<file path="src/rtl/sprite_pkg.sv">
// Shared types and constants for the sprite blitter.
// Latency: n/a (declarations only).
// Backpressure: n/a.
package sprite_pkg;

    typedef enum logic [1:0] {
        ST_IDLE  = 2'd0,
        ST_RUN   = 2'd1,
        ST_DRAIN = 2'd2,
        ST_DONE  = 2'd3
    } state_t;

    localparam logic MODE_DRAW = 1'b0;
    localparam logic MODE_FILL = 1'b1;

    localparam int SCR_W_DEF = 160;
    localparam int SCR_H_DEF = 120;
    localparam int CW_DEF    = 3;

endpackage

</file>
<file path="src/rtl/sprite_pipe_delay.sv">
// Fixed-depth shift register with synchronous clear; keeps pixel tags aligned with ROM data.
// Latency: DEPTH cycles from din to dout.
// Backpressure: none; shifts every cycle, clr empties every stage on the next edge.
// Ports: CLOCK_50/Resetn (sync, active-low), clr, din[W], dout[W].
module sprite_pipe_delay #(
    parameter int W     = 1,
    parameter int DEPTH = 1
) (
    input  logic         CLOCK_50,
    input  logic         Resetn,
    input  logic         clr,
    input  logic [W-1:0] din,
    output logic [W-1:0] dout
);

    logic [W-1:0] stage_q [DEPTH];
    logic [W-1:0] stage_d [DEPTH];

    always_comb begin
        for (int i = 0; i < DEPTH; i++) begin
            stage_d[i] = '0;
        end
        if (!clr) begin
            stage_d[0] = din;
            for (int i = 1; i < DEPTH; i++) begin
                stage_d[i] = stage_q[i-1];
            end
        end
    end

    always_ff @(posedge CLOCK_50) begin
        if (!Resetn) begin
            for (int i = 0; i < DEPTH; i++) begin
                stage_q[i] <= '0;
            end
        end else begin
            for (int i = 0; i < DEPTH; i++) begin
                stage_q[i] <= stage_d[i];
            end
        end
    end

    assign dout = stage_q[DEPTH-1];

endmodule

</file>
<file path="src/rtl/sprite_blitter.sv">
// Walks a SPR_W x SPR_H sprite, fetches pixels from a fixed-latency ROM and emits one VGA plot beat per pixel.
// Latency: pixel k address in cycle k+1, pixel k output in cycle k+ROM_LAT+2; blit takes N+ROM_LAT+3 cycles.
// Backpressure: none; start is only taken in IDLE, abort cancels any active blit on the next edge.
// Ports: CLOCK_50, Resetn (sync, active-low); request start/abort/x0/y0/base_addr/mode/fill_colour;
//        status busy/done; ROM rom_addr/rom_data; VGA vga_x/vga_y/vga_colour/vga_plot.
module sprite_blitter
    import sprite_pkg::*;
#(
    parameter int           XW         = 8,
    parameter int           YW         = 7,
    parameter int           CW         = CW_DEF,
    parameter int           AW         = 13,
    parameter int           SPR_W      = 24,
    parameter int           SPR_H      = 74,
    parameter int           SCR_W      = SCR_W_DEF,
    parameter int           SCR_H      = SCR_H_DEF,
    parameter int           ROM_LAT    = 1,
    parameter int           KEY_EN     = 1,
    parameter logic [CW-1:0] KEY_COLOUR = '0
) (
    input  logic          CLOCK_50,
    input  logic          Resetn,
    input  logic          start,
    input  logic          abort,
    input  logic [XW-1:0] x0,
    input  logic [YW-1:0] y0,
    input  logic [AW-1:0] base_addr,
    input  logic          mode,
    input  logic [CW-1:0] fill_colour,
    output logic          busy,
    output logic          done,
    output logic [AW-1:0] rom_addr,
    input  logic [CW-1:0] rom_data,
    output logic [XW-1:0] vga_x,
    output logic [YW-1:0] vga_y,
    output logic [CW-1:0] vga_colour,
    output logic          vga_plot
);

    localparam int XCW = (SPR_W > 1) ? $clog2(SPR_W) : 1;
    localparam int YCW = (SPR_H > 1) ? $clog2(SPR_H) : 1;
    localparam int DCW = $clog2(ROM_LAT + 2);
    localparam int PW  = 1 + XCW + YCW;

    state_t          state_q, state_d;
    logic [XW-1:0]   x0_q, x0_d;
    logic [YW-1:0]   y0_q, y0_d;
    logic            mode_q, mode_d;
    logic [CW-1:0]   fill_q, fill_d;
    logic [XCW-1:0]  xc_q, xc_d;
    logic [YCW-1:0]  yc_q, yc_d;
    logic [DCW-1:0]  dcnt_q, dcnt_d;
    logic [AW-1:0]   rom_addr_q, rom_addr_d;
    logic            busy_q, busy_d;
    logic            done_q, done_d;
    logic [XW-1:0]   vga_x_q, vga_x_d;
    logic [YW-1:0]   vga_y_q, vga_y_d;
    logic [CW-1:0]   vga_colour_q, vga_colour_d;
    logic            vga_plot_q, vga_plot_d;

    logic            issue;
    logic            abort_hit;
    logic [PW-1:0]   pipe_out;
    logic            p_vld;
    logic [XCW-1:0]  p_xc;
    logic [YCW-1:0]  p_yc;
    logic [XW:0]     x_sum;
    logic [YW:0]     y_sum;
    logic            clipped;
    logic            keyed;

    // abort only has an effect once a blit has been accepted
    assign abort_hit = abort && (state_q != ST_IDLE);

    always_comb begin
        state_d    = state_q;
        x0_d       = x0_q;
        y0_d       = y0_q;
        mode_d     = mode_q;
        fill_d     = fill_q;
        xc_d       = xc_q;
        yc_d       = yc_q;
        dcnt_d     = dcnt_q;
        rom_addr_d = rom_addr_q;
        busy_d     = busy_q;
        done_d     = 1'b0;
        issue      = 1'b0;

        case (state_q)
            ST_IDLE: begin
                if (start && !abort) begin
                    x0_d       = x0;
                    y0_d       = y0;
                    mode_d     = mode;
                    fill_d     = fill_colour;
                    xc_d       = '0;
                    yc_d       = '0;
                    rom_addr_d = base_addr;
                    busy_d     = 1'b1;
                    state_d    = ST_RUN;
                end
            end
            ST_RUN: begin
                issue      = 1'b1;
                rom_addr_d = rom_addr_q + AW'(1);
                if (xc_q == XCW'(SPR_W - 1)) begin
                    xc_d = '0;
                    if (yc_q == YCW'(SPR_H - 1)) begin
                        dcnt_d  = '0;
                        state_d = ST_DRAIN;
                    end else begin
                        yc_d = yc_q + YCW'(1);
                    end
                end else begin
                    xc_d = xc_q + XCW'(1);
                end
            end
            ST_DRAIN: begin
                // last pixel leaves the ROM pipe and output register after ROM_LAT+1 cycles
                if (dcnt_q == DCW'(ROM_LAT)) begin
                    busy_d  = 1'b0;
                    done_d  = 1'b1;
                    state_d = ST_DONE;
                end else begin
                    dcnt_d = dcnt_q + DCW'(1);
                end
            end
            default: begin
                state_d = ST_IDLE;
            end
        endcase

        if (abort_hit) begin
            state_d = ST_IDLE;
            busy_d  = 1'b0;
            done_d  = 1'b0;
        end
    end

    sprite_pipe_delay #(
        .W     (PW),
        .DEPTH (ROM_LAT)
    ) u_pipe (
        .CLOCK_50 (CLOCK_50),
        .Resetn   (Resetn),
        .clr      (abort_hit),
        .din      ({issue, xc_q, yc_q}),
        .dout     (pipe_out)
    );

    assign {p_vld, p_xc, p_yc} = pipe_out;

    // sums are one bit wider so an off-screen pixel cannot wrap back on screen
    always_comb begin
        x_sum        = {1'b0, x0_q} + (XW+1)'(p_xc);
        y_sum        = {1'b0, y0_q} + (YW+1)'(p_yc);
        clipped      = (x_sum >= (XW+1)'(SCR_W)) || (y_sum >= (YW+1)'(SCR_H));
        keyed        = (KEY_EN != 0) && (mode_q == MODE_DRAW) && (rom_data == KEY_COLOUR);
        vga_x_d      = x_sum[XW-1:0];
        vga_y_d      = y_sum[YW-1:0];
        vga_colour_d = (mode_q == MODE_FILL) ? fill_q : rom_data;
        vga_plot_d   = p_vld && !clipped && !keyed && !abort_hit;
    end

    always_ff @(posedge CLOCK_50) begin
        if (!Resetn) begin
            state_q      <= ST_IDLE;
            x0_q         <= '0;
            y0_q         <= '0;
            mode_q       <= 1'b0;
            fill_q       <= '0;
            xc_q         <= '0;
            yc_q         <= '0;
            dcnt_q       <= '0;
            rom_addr_q   <= '0;
            busy_q       <= 1'b0;
            done_q       <= 1'b0;
            vga_x_q      <= '0;
            vga_y_q      <= '0;
            vga_colour_q <= '0;
            vga_plot_q   <= 1'b0;
        end else begin
            state_q      <= state_d;
            x0_q         <= x0_d;
            y0_q         <= y0_d;
            mode_q       <= mode_d;
            fill_q       <= fill_d;
            xc_q         <= xc_d;
            yc_q         <= yc_d;
            dcnt_q       <= dcnt_d;
            rom_addr_q   <= rom_addr_d;
            busy_q       <= busy_d;
            done_q       <= done_d;
            vga_x_q      <= vga_x_d;
            vga_y_q      <= vga_y_d;
            vga_colour_q <= vga_colour_d;
            vga_plot_q   <= vga_plot_d;
        end
    end

    assign busy       = busy_q;
    assign done       = done_q;
    assign rom_addr   = rom_addr_q;
    assign vga_x      = vga_x_q;
    assign vga_y      = vga_y_q;
    assign vga_colour = vga_colour_q;
    assign vga_plot   = vga_plot_q;

endmodule

</file>
<file path="config.mk">
export PLATFORM = sky130hd
export DESIGN_NAME = sprite_blitter
export DESIGN_NICKNAME = d
export VERILOG_FILES = /design/src/rtl/sprite_pkg.sv /design/src/rtl/sprite_pipe_delay.sv /design/src/rtl/sprite_blitter.sv
export SDC_FILE = /design/constraint.sdc
export NUM_CORES = 1
export LEC_CHECK = 0
export BUFFER_PORTS_ARGS = -buffer_cell sky130_fd_sc_hd__buf_2
export CAP_MARGIN = 20
export CORE_UTILIZATION = 50
export DETAILED_ROUTE_END_ITERATION = 8
export PLACE_DENSITY = 0.86
export SYNTH_ARGS = -nofsm -noshare
export SYNTH_HDL_FRONTEND = slang
export SYNTH_SLANG_ARGS = --single-unit
</file>
<file path="constraint.sdc">
create_clock -name CLOCK_50 -period 1.95 [get_ports CLOCK_50]
set_input_delay 0.0975 -clock CLOCK_50 [delete_from_list [all_inputs] [get_ports CLOCK_50]]
set_output_delay 0.0975 -clock CLOCK_50 [all_outputs]
set_load 0.01 [all_outputs]
</file>
# == Word-level counts from Yosys, hierarchy flattened ==
# Memory sizes are Yosys's and may differ from the RTL's.
# Index checks and enable logic that the tools add are counted.
# op_classes
add_sub_neg,6
order_cmp,2
eq_ne,11
mux,29
bitwise,3
n_reduce_logical,26
# ops
cell,count
2-to-1 mux 13 bit,3
case mux 13 bit (2 select lines),1
2-to-1 mux 7 bit,3
2-to-1 mux 2 bit,7
case mux 7 bit (2 select lines),1
adder 13 x 1 -> 13 bit (second input constant),1
OR reduction 13 bit,1
!= test 2 bit (second input constant),6
AND reduction 4 bit,3
2-to-1 mux 5 bit,2
case mux 5 bit (2 select lines),1
adder 8 x 5 -> 9 bit,1
greater-or-equal comparator 9 x 8 -> 1 bit (second input constant),1
adder 7 x 7 -> 8 bit,1
greater-or-equal comparator 8 x 7 -> 1 bit (second input constant),1
nonzero test 2 bit,4
adder 7 x 1 -> 7 bit (second input constant),1
equality test 7 bit (second input constant),1
2-to-1 mux 1 bit,7
logical AND 1 bit,6
case mux 2 bit (3 select lines),1
adder 5 x 1 -> 5 bit (second input constant),1
equality test 5 bit (second input constant),1
equality test 2 x 1 -> 1 bit (second input constant),2
14 further kinds,20
# word_totals
reg_bits,69
ram_bits,13
elab_cells,93
mem_count,1
# mem_list
memory,depth,width,read_ports,rd_ports_with_merged_regs,write_ports,line_no,text
u_pipe.stage_q,1,13,1,0,1,sprite_pipe_delay.sv:16,logic [W-1:0] stage_q [DEPTH];

# == Depth between registers and ports, before layout ==
# Gate-level depths: netlist of the first run.
# depth
ltp_word,7
depth_mapped,8

# == Hierarchy ==
# From an unflattened synthesis of the first run, not the netlist that was laid out.
# unflattened
cells_unflattened,454
area_unflattened_um2,3910.0
# modules_own_cells
module,n_inst,cells_per_inst,area_per_inst_um2,seq_area_each_um2
sprite_blitter,1,426,3513.4,1381.3
sprite_pipe_delay,1,28,396.6,260.2

# == Worst setup path before layout of the first run ==
# Ideal clock, no wire load.
# synth_path
kind,flip-flop to flip-flop
start,register y0_q[0]
end,"register vga_plot_q, in the netlist vga_plot"
setup_ns,0.128
arrival_ns,1.845
t_required_ns,1.822
path_slack_ns,-0.023
stages_incl_launch_ff,9
path_buffers,0
period_less_slack_ns,1.973
cell_sequence,dfxtp_1 > ha_1 > inv_1 > fa_1 > nand2b_1 > a2111oi_0 > a211oi_1 > nor4_1 > a211oi_1
# synth_between
elab_chain_len,7
# synth_lines
element,line_no,text
start: declaration,sprite_blitter.sv:47,"logic [YW-1:0] y0_q, y0_d;"
start signal: assignment,sprite_blitter.sv:185,y0_q <= y0_d;
adder 7 x 7 -> 8 bit,sprite_blitter.sv:156,"y_sum = {1'b0, y0_q} + (YW+1)'(p_yc);"
greater-or-equal comparator 8 x 7 -> 1 bit,sprite_blitter.sv:157,clipped = (x_sum >= (XW+1)'(SCR_W)) || (y_sum >= (YW+1)'(SCR_H));
logical OR 1 bit,sprite_blitter.sv:157,
logical NOT 1 bit,sprite_blitter.sv:162,vga_plot_d = p_vld && !clipped && !keyed && !abort_hit;
logical AND 1 bit (3 in a row),sprite_blitter.sv:162,
end signal: assignment,sprite_blitter.sv:197,vga_plot_q <= vga_plot_d;
end: declaration,sprite_blitter.sv:59,"logic vga_plot_q, vga_plot_d;"
# No other way between the ends.
# A chain may end at the register's enable or synchronous reset.

# == Final worst setup path of the first run ==
# Ends and elaborated chain as after synthesis.

==> summary.md, run 1 <==
| Metric | Value |
|---|---|
| Clock slew at reported path FFs | `100 ps` |
| Initial antenna violation count | `0` |
| Sequential share of the synthesized area | `42.69%` |
| Area delta synth->final | `26.75%` |
| TritonCTS Buffers | `9` |
| Clock root cell | `clkbuf_8` |
| Nets@finish | `608` |
| Initial DRC count | `147` |
| M1 GR Usage | `28.28%` |
| Tcrit/Tclk final | `98.60%` |
| Clock Power Share | `27.7%` |
| MaxCap Viol Count | `0` |
| First-pass iteration count of the detailed router | `5` |
| Final min period | `1923 ps` |
| Power Density | `933.4 nW/µm²` |
| Global-route wire length before repair | `14320 µm` |
| DRT antenna net count | `0` |
| Met2 Track Usage GR | `40.43%` |
| IO buf count | `72` |
| # DRC | `0` |
| Synth unique cells | `59` |
| Initial Util | `52.45%` |
| Vias | `3550` |
| Pin count of the biggest net entering global routing | `49` |
| Worst path max stage delay | `340 ps` |
| Syn nets | `507` |
| Clk buf depth | `2` |
| Most frequent cell after synthesis | `dfxtp_1` |
| Final instance area | `4873 µm²` |
| Grt ovf | `0` |
| Drt total wl | `9045 µm` |
| Failing checks | `hold timing` |
| FF/Latch Area | `1643 µm²` |
| Sw frac | `33.55%` |
| Slowest stage cell on the critical path | `dfxtp_2` |
| Vias in the first global route | `3180` |
| Clk_lat worst skew | `370 ps` |
| #FFs+latches synth | `82` |
| Synth Instances | `445` |
| Synth top area share | `42.69%` |
| Status | `complete, but fails checks` |
| Post-synth EDFFs | `0` |
| Fin Setup TNS | `0 ps` |
| Placed Area | `4372 µm²` |
| Layout cells sized above 1 | `25.23%` |
| Routed vias/inst | `5.462` |
| Switching power total | `1.526 mW` |
| Setup crit end kind | `flop` |
| Worst clock skew | `12.46 ps` |
| Part of the power in combinational logic | `27.8%` |
| N_diodes | `0` |
| Worst-Margin Slew | `731.4 ps` |
| CTS tree | `built` |
| Worst min path class | `in -> reg` |
| R2r endpoint | `vga_plot` |
| Setup slack, reg-to-reg | `30 ps` |
| Internal power | `3.023 mW` |
| Syn_area_per_cell | `8.640 µm²` |
| Total number of H-tree levels | `3` |
| I/O pins | `73` |
| Worst VDD drop | `0.0006046 V` |
| Ys Warns | `0` |
| Die ar. | `8044 µm²` |
| RSZ-0062 raised after global routing | `true` |
| Register share of total power | `44.5%` |
| Multi-input logic area | `2147 µm²` |
| Hold violation count in the final report | `1` |
| CP Capture Point | `vga_plot` |
| Commonest cells in the netlist | `82 x dfxtp_1, 60 x nand2_1, 45 x nor2_1, 38 x a21oi_1, 21 x ha_1` |
| Die Span X | `89.69 µm` |
| Crit. Startpoint | `y0_q[0]` |
| Post-DP HPWL | `6053 µm` |
| Fmax | `520.1 MHz` |
| Worst reg-to-reg path cell count | `8` |
| Die H | `89.69 µm` |
| Final GP Congestion | `0.9187` |
| Setup Viol. Count Final | `0` |
| Wire length per cell | `13.92 µm` |
| Reg2reg start | `y0_q[0]` |
| Final Max Slew Viols | `0` |
| Crit path required time | `2230 ps` |
| M3 GR Usage | `4.022%` |
| Dominant cell type by area after synthesis | `dfxtp_1` |
| CORE AREA | `7331 µm²` |
| Sink Count | `82` |
| Worst-path fanout max | `3` |
| Synth top area cells | `dfxtp_1 43%, ha_1 6.8%, nand2_1 5.9%, a21oi_1 4.9%, nor2_1 4.4%` |
| CP top delay family | `compound AO/OA/AOI/OAI gates` |
| Pleak | `2.089 nW` |
| Worst path bufs/invs | `1` |
| Slew margin rel. | `51.24%` |
| Hold WS | `-2.545 ps` |
| Row cnt | `31` |
| Gr usage total | `23.40%` |
| Stages on worst setup path | `8` |
| # fillers | `569` |
| Synthesized area | `3845 µm²` |
| Crit path launch type | `flop` |
| Ys flop type | `dfxtp_1` |
| Crit path cell chain | `ha_2, inv_1, fa_2, nand2b_4, a21o_1, a211oi_2, nor4_1, a211oi_1` |
| Crit Path Class | `reg -> reg` |
| Crit path DAT | `2200 ps` |
| Global route hottest layer | `met2` |
| Asr flop ratio synth | `0%` |
## stage by stage
step	setup WS, ps	std cells	util [%]	total power, mW	hold slack [ps]
after floorplan	91.50	445	-	2.789	233.5
after global placement	35.46	612	59.63	3.164	342.0
after detailed placement	-32.42	612	59.63	3.215	346.4
after CTS	42.20	649	65.61	4.510	1.186
after global routing	-51.40	650	66.48	4.794	25.68
final	27.25	650	66.48	4.549	-2.545
## what timing repair did
item,4_1_cts,5_1_grt
buffers inserted,2,1
gates cloned,0,0
resized for setup,4,18
hold buffers,19,0
endpoints found under the hold margin,19,0
pin swaps,1,3
endpoints found under the setup margin,2,17
## metal layers
layer  up-vias  part of all wire, %
li1       1754                    -
met1      1653                   44
met2       121                   49
met3        22                  5.2
met4         0                  2.0
met5         -                    0
## cells by family after synthesis
group | Yosys count | synth area share, %
compound gates | 94 | 15.91
flops | 82 | 42.69
xor+xnor | 16 | 3.645
fa+ha+maj | 23 | 7.875
buf+inv | 37 | 3.612
mux | 12 | 3.157
simple gates | 181 | 23.10
## flip-flops by register name (all words and copies together) (netlist names), 2 cells and up
| name | cells |
|---|---|
| state_q | 2 |
| dcnt_q | 2 |
| vga_y | 7 |
| x0_q | 8 |
| fill_q | 3 |
| rom_addr | 13 |
| y0_q | 7 |
| xc_q | 5 |
| vga_colour | 3 |
| u_pipe.stage_q | 13 |
| yc_q | 7 |
| vga_x | 8 |
## power groups by stage
stage               combinational, mW  clock, mW  sequential, mW
floorplan                       0.708          0            2.08
global placement                 1.12          0            2.04
detailed placement               1.16          0            2.06
CTS                              1.22       1.27            2.02
global route                     1.39       1.35            2.05
finish                           1.26       1.26            2.02
## worst min-delay path by stage
stage	start	end	slack, ps	cells past startpoint
after CTS	rom_data[2]	vga_colour[2]	1	3
after global placement	mode	mode_q	340	3
final	rom_data[2]	vga_colour[2]	-3	3
after global routing	rom_data[2]	vga_colour[2]	30	3
after floorplan	fill_colour[0]	fill_q[0]	230	2
after detailed placement	y0[4]	y0_q[4]	350	3
## cells in the final DEF (no fill, tap or decap), types with 4 or more instances in the layout
master         Yosys  final
ha_2               0      4
xnor2_1            6      6
buf_4              0     17
ha_1              21     17
nand3_1           17     16
nand2b_1           6      5
dfxtp_1           82     81
buf_2              0     72
nand2_1           60     59
a21oi_1           38     37
nor2_1            45     45
and2_1            13     13
dlygate4sd3_1      0     19
xor2_1            10     10
nor3_1             8      8
a211oi_1           6      4
mux2i_1           11     11
nand4_1            4      4
o21ai_0           18     17
clkbuf_8           0      9
inv_1             18     18
## cell type report
type / instances / share of cell area (%)
Clock inverter: 7 / 1.617
Tap cell: 99 / 2.542
Clock buffer: 9 / 2.542
Timing Repair Buffer: 109 / 14.15
Sequential cell: 82 / 33.71
Inverter: 18 / 1.386
Multi-Input combinational cell: 326 / 44.06
## worst reg2reg max path, stage by stage (launching register included)
cell and delay [ps]:
dfxtp_2 340, ha_2 180, inv_1 50, fa_2 340, nand2b_4 170, a21o_1 170, a211oi_2 260, nor4_1 90
a211oi_1 230
Power figures use the tool's default switching activity.
==> run 2, diff against run 1 <==
--- a/config.mk
+++ b/config.mk
@@ -12,4 +12,5 @@
 export PLACE_DENSITY = 0.86
 export SYNTH_ARGS = -nofsm -noshare
 export SYNTH_HDL_FRONTEND = slang
+export SYNTH_HIERARCHICAL = 1
 export SYNTH_SLANG_ARGS = --single-unit
==> summary.md, run 2 <==
| Metric | Value |
|---|---|
| Status | `finished, final reports clean` |
| WHS Endpoint | `vga_colour[0]` |
| #FFs+latches synth | `82` |
| Setup Viol. Count Final | `0` |
| Ys flop type | `dfxtp_1` |
| Vias in the first global route | `3555` |
| Placed Area | `4423 µm²` |
| Vias | `3674` |
| DRT antenna net count | `0` |
| Syn nets | `516` |
| N_diodes | `0` |
| TritonCTS Buffers | `9` |
| Grt ovf | `0` |
| Clock slew at reported path FFs | `80 ps` |
| Row cnt | `31` |
| Worst reg-to-reg path cell count | `8` |
| Synth unique cells | `58` |
| Total number of H-tree levels | `3` |
| IO buf count | `72` |
| Synth top area share | `41.98%` |
| Crit path DAT | `2170 ps` |
| Crit path cell chain | `ha_4, inv_2, fa_2, nand2b_4, a2111oi_4, a211oi_2, nor4_2, a211oi_1` |
| Ys Warns | `6` |
| Final GP Congestion | `0.8603` |
| Initial DRC count | `166` |
| Clk_lat worst skew | `350 ps` |
| Internal power | `3.210 mW` |
| Post-DP HPWL | `6140 µm` |
| Worst hold path depth | `3` |
| CP top delay family | `compound AO/OA/AOI/OAI gates` |
| Die Span X | `90.43 µm` |
| Most frequent cells in the layout | `78 x dfxtp_1, 72 x buf_2, 70 x nand2_1` |
| Syn_area_per_cell | `8.612 µm²` |
| Post-synth EDFFs | `0` |
| Drt total wl | `9563 µm` |
| Worst path max stage delay | `360 ps` |
| Switching power total | `1.486 mW` |
| Fin cells | `661` |
| Initial antenna violation count | `0` |
| # fillers | `558` |
| Slew margin rel. | `61.05%` |
| Part of the power in combinational logic | `26.7%` |
| Setup crit end kind | `flop` |
| Reg2reg start | `y0_q[0]` |
| Final instance area | `4999 µm²` |
| Nets@finish | `619` |
| Most common cell after layout, fill and taps aside | `dfxtp_1` |
| Placed cells | `619` |
| Worst path bufs/invs | `1` |
| Dominant cell type by area after synthesis | `dfxtp_1` |
| Clk buf depth | `2` |
| Worst-path fanout max | `2` |
| Worst min path class | `in -> reg` |
| # DRC | `0` |
| Commonest cells in the netlist | `82 x dfxtp_1, 70 x nand2_1, 42 x nor2_1, 39 x a21oi_1, 21 x ha_1` |
| Hold WS | `4.673 ps` |
| Stages on worst setup path | `8` |
| Asr flop ratio synth | `0%` |
| Crit Path Class | `reg -> reg` |
| Hold Startpoint | `rom_data[0]` |
| Hold violation count in the final report | `0` |
| Sink Count | `82` |
| Routed vias/inst | `5.558` |
| Die H | `90.43 µm` |
| Final Max Slew Viols | `0` |
| First-pass iteration count of the detailed router | `4` |
| I/O pins | `73` |
| Worst clock skew | `12.37 ps` |
| Clock root cell | `clkbuf_8` |
| Power Density | `939.4 nW/µm²` |
| Final min period | `1940 ps` |
| Tcrit/Tclk final | `99.47%` |
| Area delta synth->final | `27.84%` |
| Setup slack, reg-to-reg | `10 ps` |
| Worst VDD drop | `0.0005832 V` |
| Crit path launch type | `flop` |
| Global-route wire length before repair | `15620 µm` |
| CORE AREA | `7408 µm²` |
| CTS tree | `built` |
| RSZ-0062 raised after global routing | `true` |
| Fmax | `515.6 MHz` |
| Pleak | `2.093 nW` |
| Register share of total power | `43.0%` |
| Die ar. | `8178 µm²` |
| Synth top area cells | `dfxtp_1 42%, ha_1 6.7%, nand2_1 6.7%, a21oi_1 5.0%, nor2_1 4.0%` |
| Most frequent cell after synthesis | `dfxtp_1` |
| Synth Instances | `454` |
| Clock Power Share | `30.3%` |
| Pin count of the biggest net entering global routing | `29` |
| Slowest stage cell on the critical path | `dfxtp_2` |
| MaxCap Viol Count | `0` |
| Layout cells sized above 1 | `25.44%` |
| R2r endpoint | `vga_plot` |
| Synthesized area | `3910 µm²` |
| Wire length per cell | `14.47 µm` |
| Initial Util | `52.78%` |
| Sequential share of the synthesized area | `41.98%` |
| Sw frac | `31.65%` |
| Crit path required time | `2180 ps` |
| Gr usage total | `23.43%` |
| Worst-Margin Slew | `578.1 ps` |
==> run 2: changes by cell type in the layout (fill, tap and decap cells not counted), sizes merged, moves of 3 or more <==
| cell | before | now |
|---|---|---|
| nand4 | 4 | 8 |
| and3b | 1 | 13 |
| nand2 | 60 | 70 |
| a221oi | 3 | 0 |
| o21ai | 18 | 14 |
| nand3 | 18 | 15 |
| nor2 | 45 | 42 |
| buf | 90 | 96 |
| and2 | 14 | 5 |
==> run 2: power groups by stage <==
stage | Clock [mW] | Sequential [mW] | Combinational [mW]
2_1_floorplan | 0 | 2.06 | 0.714
3_3_place_gp | 0 | 2.03 | 1.08
3_5_place_dp | 0 | 2.05 | 1.12
4_1_cts | 1.44 | 2.01 | 1.17
5_1_grt | 1.52 | 2.04 | 1.38
6_report | 1.42 | 2.02 | 1.25
==> run 2: worst max-delay path by stage <==
stage	from	endpoint	slack, ps
2_1_floorplan	y0_q[0]	vga_plot	100
3_3_place_gp	y0_q[0]	vga_plot	30
3_5_place_dp	y0_q[0]	vga_plot	-80
4_1_cts	y0_q[0]	vga_plot	4
5_1_grt	y0_q[0]	vga_plot	-90
6_report	y0_q[0]	vga_plot	10
==> run 2: tightest hold or removal path, stage by stage <==
cell	delay, ps
buf_2	90
mux2i_1	60
nor2_1	70
==> run 2: metrics by stage <==
step / worst slack [ps] / power [mW] / utilization, % / setup TNS, ps
CTS: 3.994 / 4.623 / 66.04 / 0
floorplan: 98.59 / 2.777 / - / 0
finish: 10.35 / 4.696 / 67.47 / 0
global route: -85.77 / 4.943 / 67.47 / -153.0
global placement: 25.83 / 3.117 / 59.70 / 0
detailed placement: -82.76 / 3.170 / 59.70 / -82.76
==> run 2: kinds of logic (layout without fill, tap and decap cells) <==
kind of cell | count (synthesis) | count (layout) | synth area share, %
xor gates and xnor gates | 16 | 16 | 3.584
buffers and inverters | 37 | 145 | 3.840
adders and majority gates | 23 | 23 | 7.744
and+or+nand+nor | 193 | 193 | 24.83
DFF | 82 | 82 | 41.98
AOI/OAI and AO/OA | 93 | 93 | 15.42
muxes | 10 | 10 | 2.592
==> run 2: layout make-up <==
class	count	area [µm²]	area share [%]
inverter	16	60.06	1.202
clock buffer	11	151.4	3.029
tap	99	123.9	2.478
sequential	82	1647	32.94
multi-input combinational	335	2217	44.36
timing repair buffer	113	714.4	14.29
clock inverter	5	85.08	1.702
==> run 2: repair_timing <==
item,CTS,global route
resized for setup,9,15
hold buffers,17,0
pin swaps,4,8
buffers inserted,2,7
endpoints found under the hold margin,17,0
setup endpoints to repair,1,12
==> run 2: routing by layer <==
layer	up-vias	wire length, µm	GRT usage [%]
met2	125	4734	42.05
met1	1717	4070	26.83
met3	29	469	4.882
li1	1803	-	-
met4	0	289	9.946
met5	-	0	0
==> run 3, diff against run 2 <==
--- a/config.mk
+++ b/config.mk
@@ -9,7 +9,7 @@
 export CAP_MARGIN = 20
 export CORE_UTILIZATION = 50
 export DETAILED_ROUTE_END_ITERATION = 8
-export PLACE_DENSITY = 0.86
+export PLACE_DENSITY = 0.79
 export SYNTH_ARGS = -nofsm -noshare
 export SYNTH_HDL_FRONTEND = slang
 export SYNTH_HIERARCHICAL = 1
==> summary.md, run 3 (synthesis gave the netlist of run 2 again) <==
| Metric | Value |
|---|---|
| Status | `finished, final reports clean` |
| Worst VDD drop | `0.0006031 V` |
| Worst path max stage delay | `570 ps` |
| Die ar. | `8178 µm²` |
| Fmax | `516.6 MHz` |
| Fin Setup TNS | `0 ps` |
| Total number of H-tree levels | `3` |
| Drt total wl | `9476 µm` |
| Initial DRC count | `133` |
| Clk_lat worst skew | `360 ps` |
| I/O pins | `73` |
| Clock slew at reported path FFs | `90 ps` |
| Routed vias/inst | `5.459` |
| Worst-path fanout max | `5` |
| Clk buf depth | `2` |
| Part of the power in combinational logic | `26.1%` |
| Nets@finish | `622` |
| Slew margin rel. | `65.06%` |
| Post-DP HPWL | `6335 µm` |
| Setup crit end kind | `flop` |
| Area delta synth->final | `28.64%` |
| Internal power | `3.270 mW` |
| Crit path required time | `2250 ps` |
| Register share of total power | `42.3%` |
| Gr usage total | `23.66%` |
| Final GP Congestion | `0.8524` |
| Worst path bufs/invs | `0` |
| Most common cell after layout, fill and taps aside | `dfxtp_1` |
| Row cnt | `31` |
| CP top delay family | `simple AND/OR/NAND/NOR gates` |
| # DRC | `0` |
| Grt ovf | `0` |
| Clock root cell | `clkbuf_8` |
| Final Max Slew Viols | `0` |
| Power Density | `950.6 nW/µm²` |
| Worst-Margin Slew | `519.2 ps` |
| First-pass iteration count of the detailed router | `4` |
| CTS tree | `built` |
| Pin count of the biggest net entering global routing | `28` |
| Clock Power Share | `31.6%` |
| Initial antenna violation count | `0` |
| Crit path DAT | `2230 ps` |
| Crit Path Class | `reg -> reg` |
| Slowest stage cell on the critical path | `or4b_4` |
| IO buf count | `72` |
| Final min period | `1936 ps` |
| Layout cells sized above 1 | `25.31%` |
| Worst clock skew | `13.20 ps` |
| Wire length per cell | `14.27 µm` |
| CORE AREA | `7408 µm²` |
| Die Span X | `90.43 µm` |
| DRT antenna net count | `0` |
| TritonCTS Buffers | `9` |
| Crit path cell chain | `or4b_4, o31ai_4, nand3_2, or3_4, a21oi_2` |
| Most frequent cells in the layout | `76 x dfxtp_1, 72 x buf_2, 70 x nand2_1` |
| Pleak | `2.104 nW` |
| Global-route wire length before repair | `15550 µm` |
| Sw frac | `31.61%` |
| Switching power total | `1.511 mW` |
| MaxCap Viol Count | `0` |
| N_diodes | `0` |
| Die H | `90.43 µm` |
| RSZ-0062 raised after global routing | `true` |
| Sink Count | `82` |
| Tcrit/Tclk final | `99.27%` |
| Setup Viol. Count Final | `0` |
| Worst min path class | `in -> reg` |
| Hold violation count in the final report | `0` |
| Util after Layout | `67.89%` |
| Vias | `3625` |
| Initial Util | `52.78%` |
| Crit path launch type | `flop` |
| Vias in the first global route | `3469` |
[run 3: cell types whose count changed in the layout (fill, tap and decap cells not counted), sizes merged]
| cell | delta |
|---|---|
| dlygate4sd3 | +5 |
| buf | -2 |
| clkinvlp | +1 |
| bufinv | +1 |
| clkbuf | -2 |
[run 3: stage by stage]
step	instance area (µm²)	hold WS (ps)	cells	setup WS [ps]	power, mW
5_1_grt	5030	47.66	664	-43.91	5.018
4_1_cts	4926	19.10	657	-9.015	4.722
2_1_floorplan	3911	233.5	454	98.59	2.777
3_5_place_dp	4423	345.3	619	-49.56	3.180
6_report	5030	38.93	664	14.28	4.781
3_3_place_gp	4423	339.4	619	41.30	3.130
[run 3: path summary, 6_finish.rpt]
path | startpoint | cells past startpoint | slack (ps) | end
setup / recovery | yc_q[4] | 5 | 10 | state_q[0]
hold / removal | base_addr[0] | 3 | 40 | rom_addr[0]
setup reg to reg | yc_q[4] | 5 | 10 | state_q[0]
hold reg to reg | fill_q[2] | 2 | 460 | fill_q[2]
[run 3: cell type report]
type | count | area [µm²]
multi-input combinational | 335 | 2202
inverter | 16 | 60.06
timing repair buffer | 116 | 745.7
clock inverter | 7 | 125.1
tap | 99 | 123.9
fill | 593 | 2379
clock buffer | 9 | 123.9
sequential | 82 | 1649
[run 3: metal layers]
metal	track usage (%)	vias to the layer above	wire, µm
met4	10.75	0	207
met3	5.556	20	378
met2	42.24	104	4767
met5	0	-	0
li1	-	1804	-
met1	26.61	1697	4123
[run 3: repair_timing]
item                                    in CTS  in global routing
endpoints found under the hold margin       22                  0
buffers inserted                             0                  7
gates resized for setup                      6                 18
endpoints found under the setup margin       4                 13
hold buffers                                22                  0
pin swaps                                    2                 10
[run 3: worst min-delay path, cell delays in order]
cell and delay, ps:
buf_2 100, nand3_1 80, a21oi_1 70
[run 3: power groups by stage]
stage	sequential, mW	combinational [mW]	clock, mW
after floorplan	2.06	0.714	0
after global routing	2.04	1.37	1.61
after detailed placement	2.05	1.13	0
after CTS	2.01	1.18	1.53
final	2.02	1.25	1.51
after global placement	2.04	1.09	0
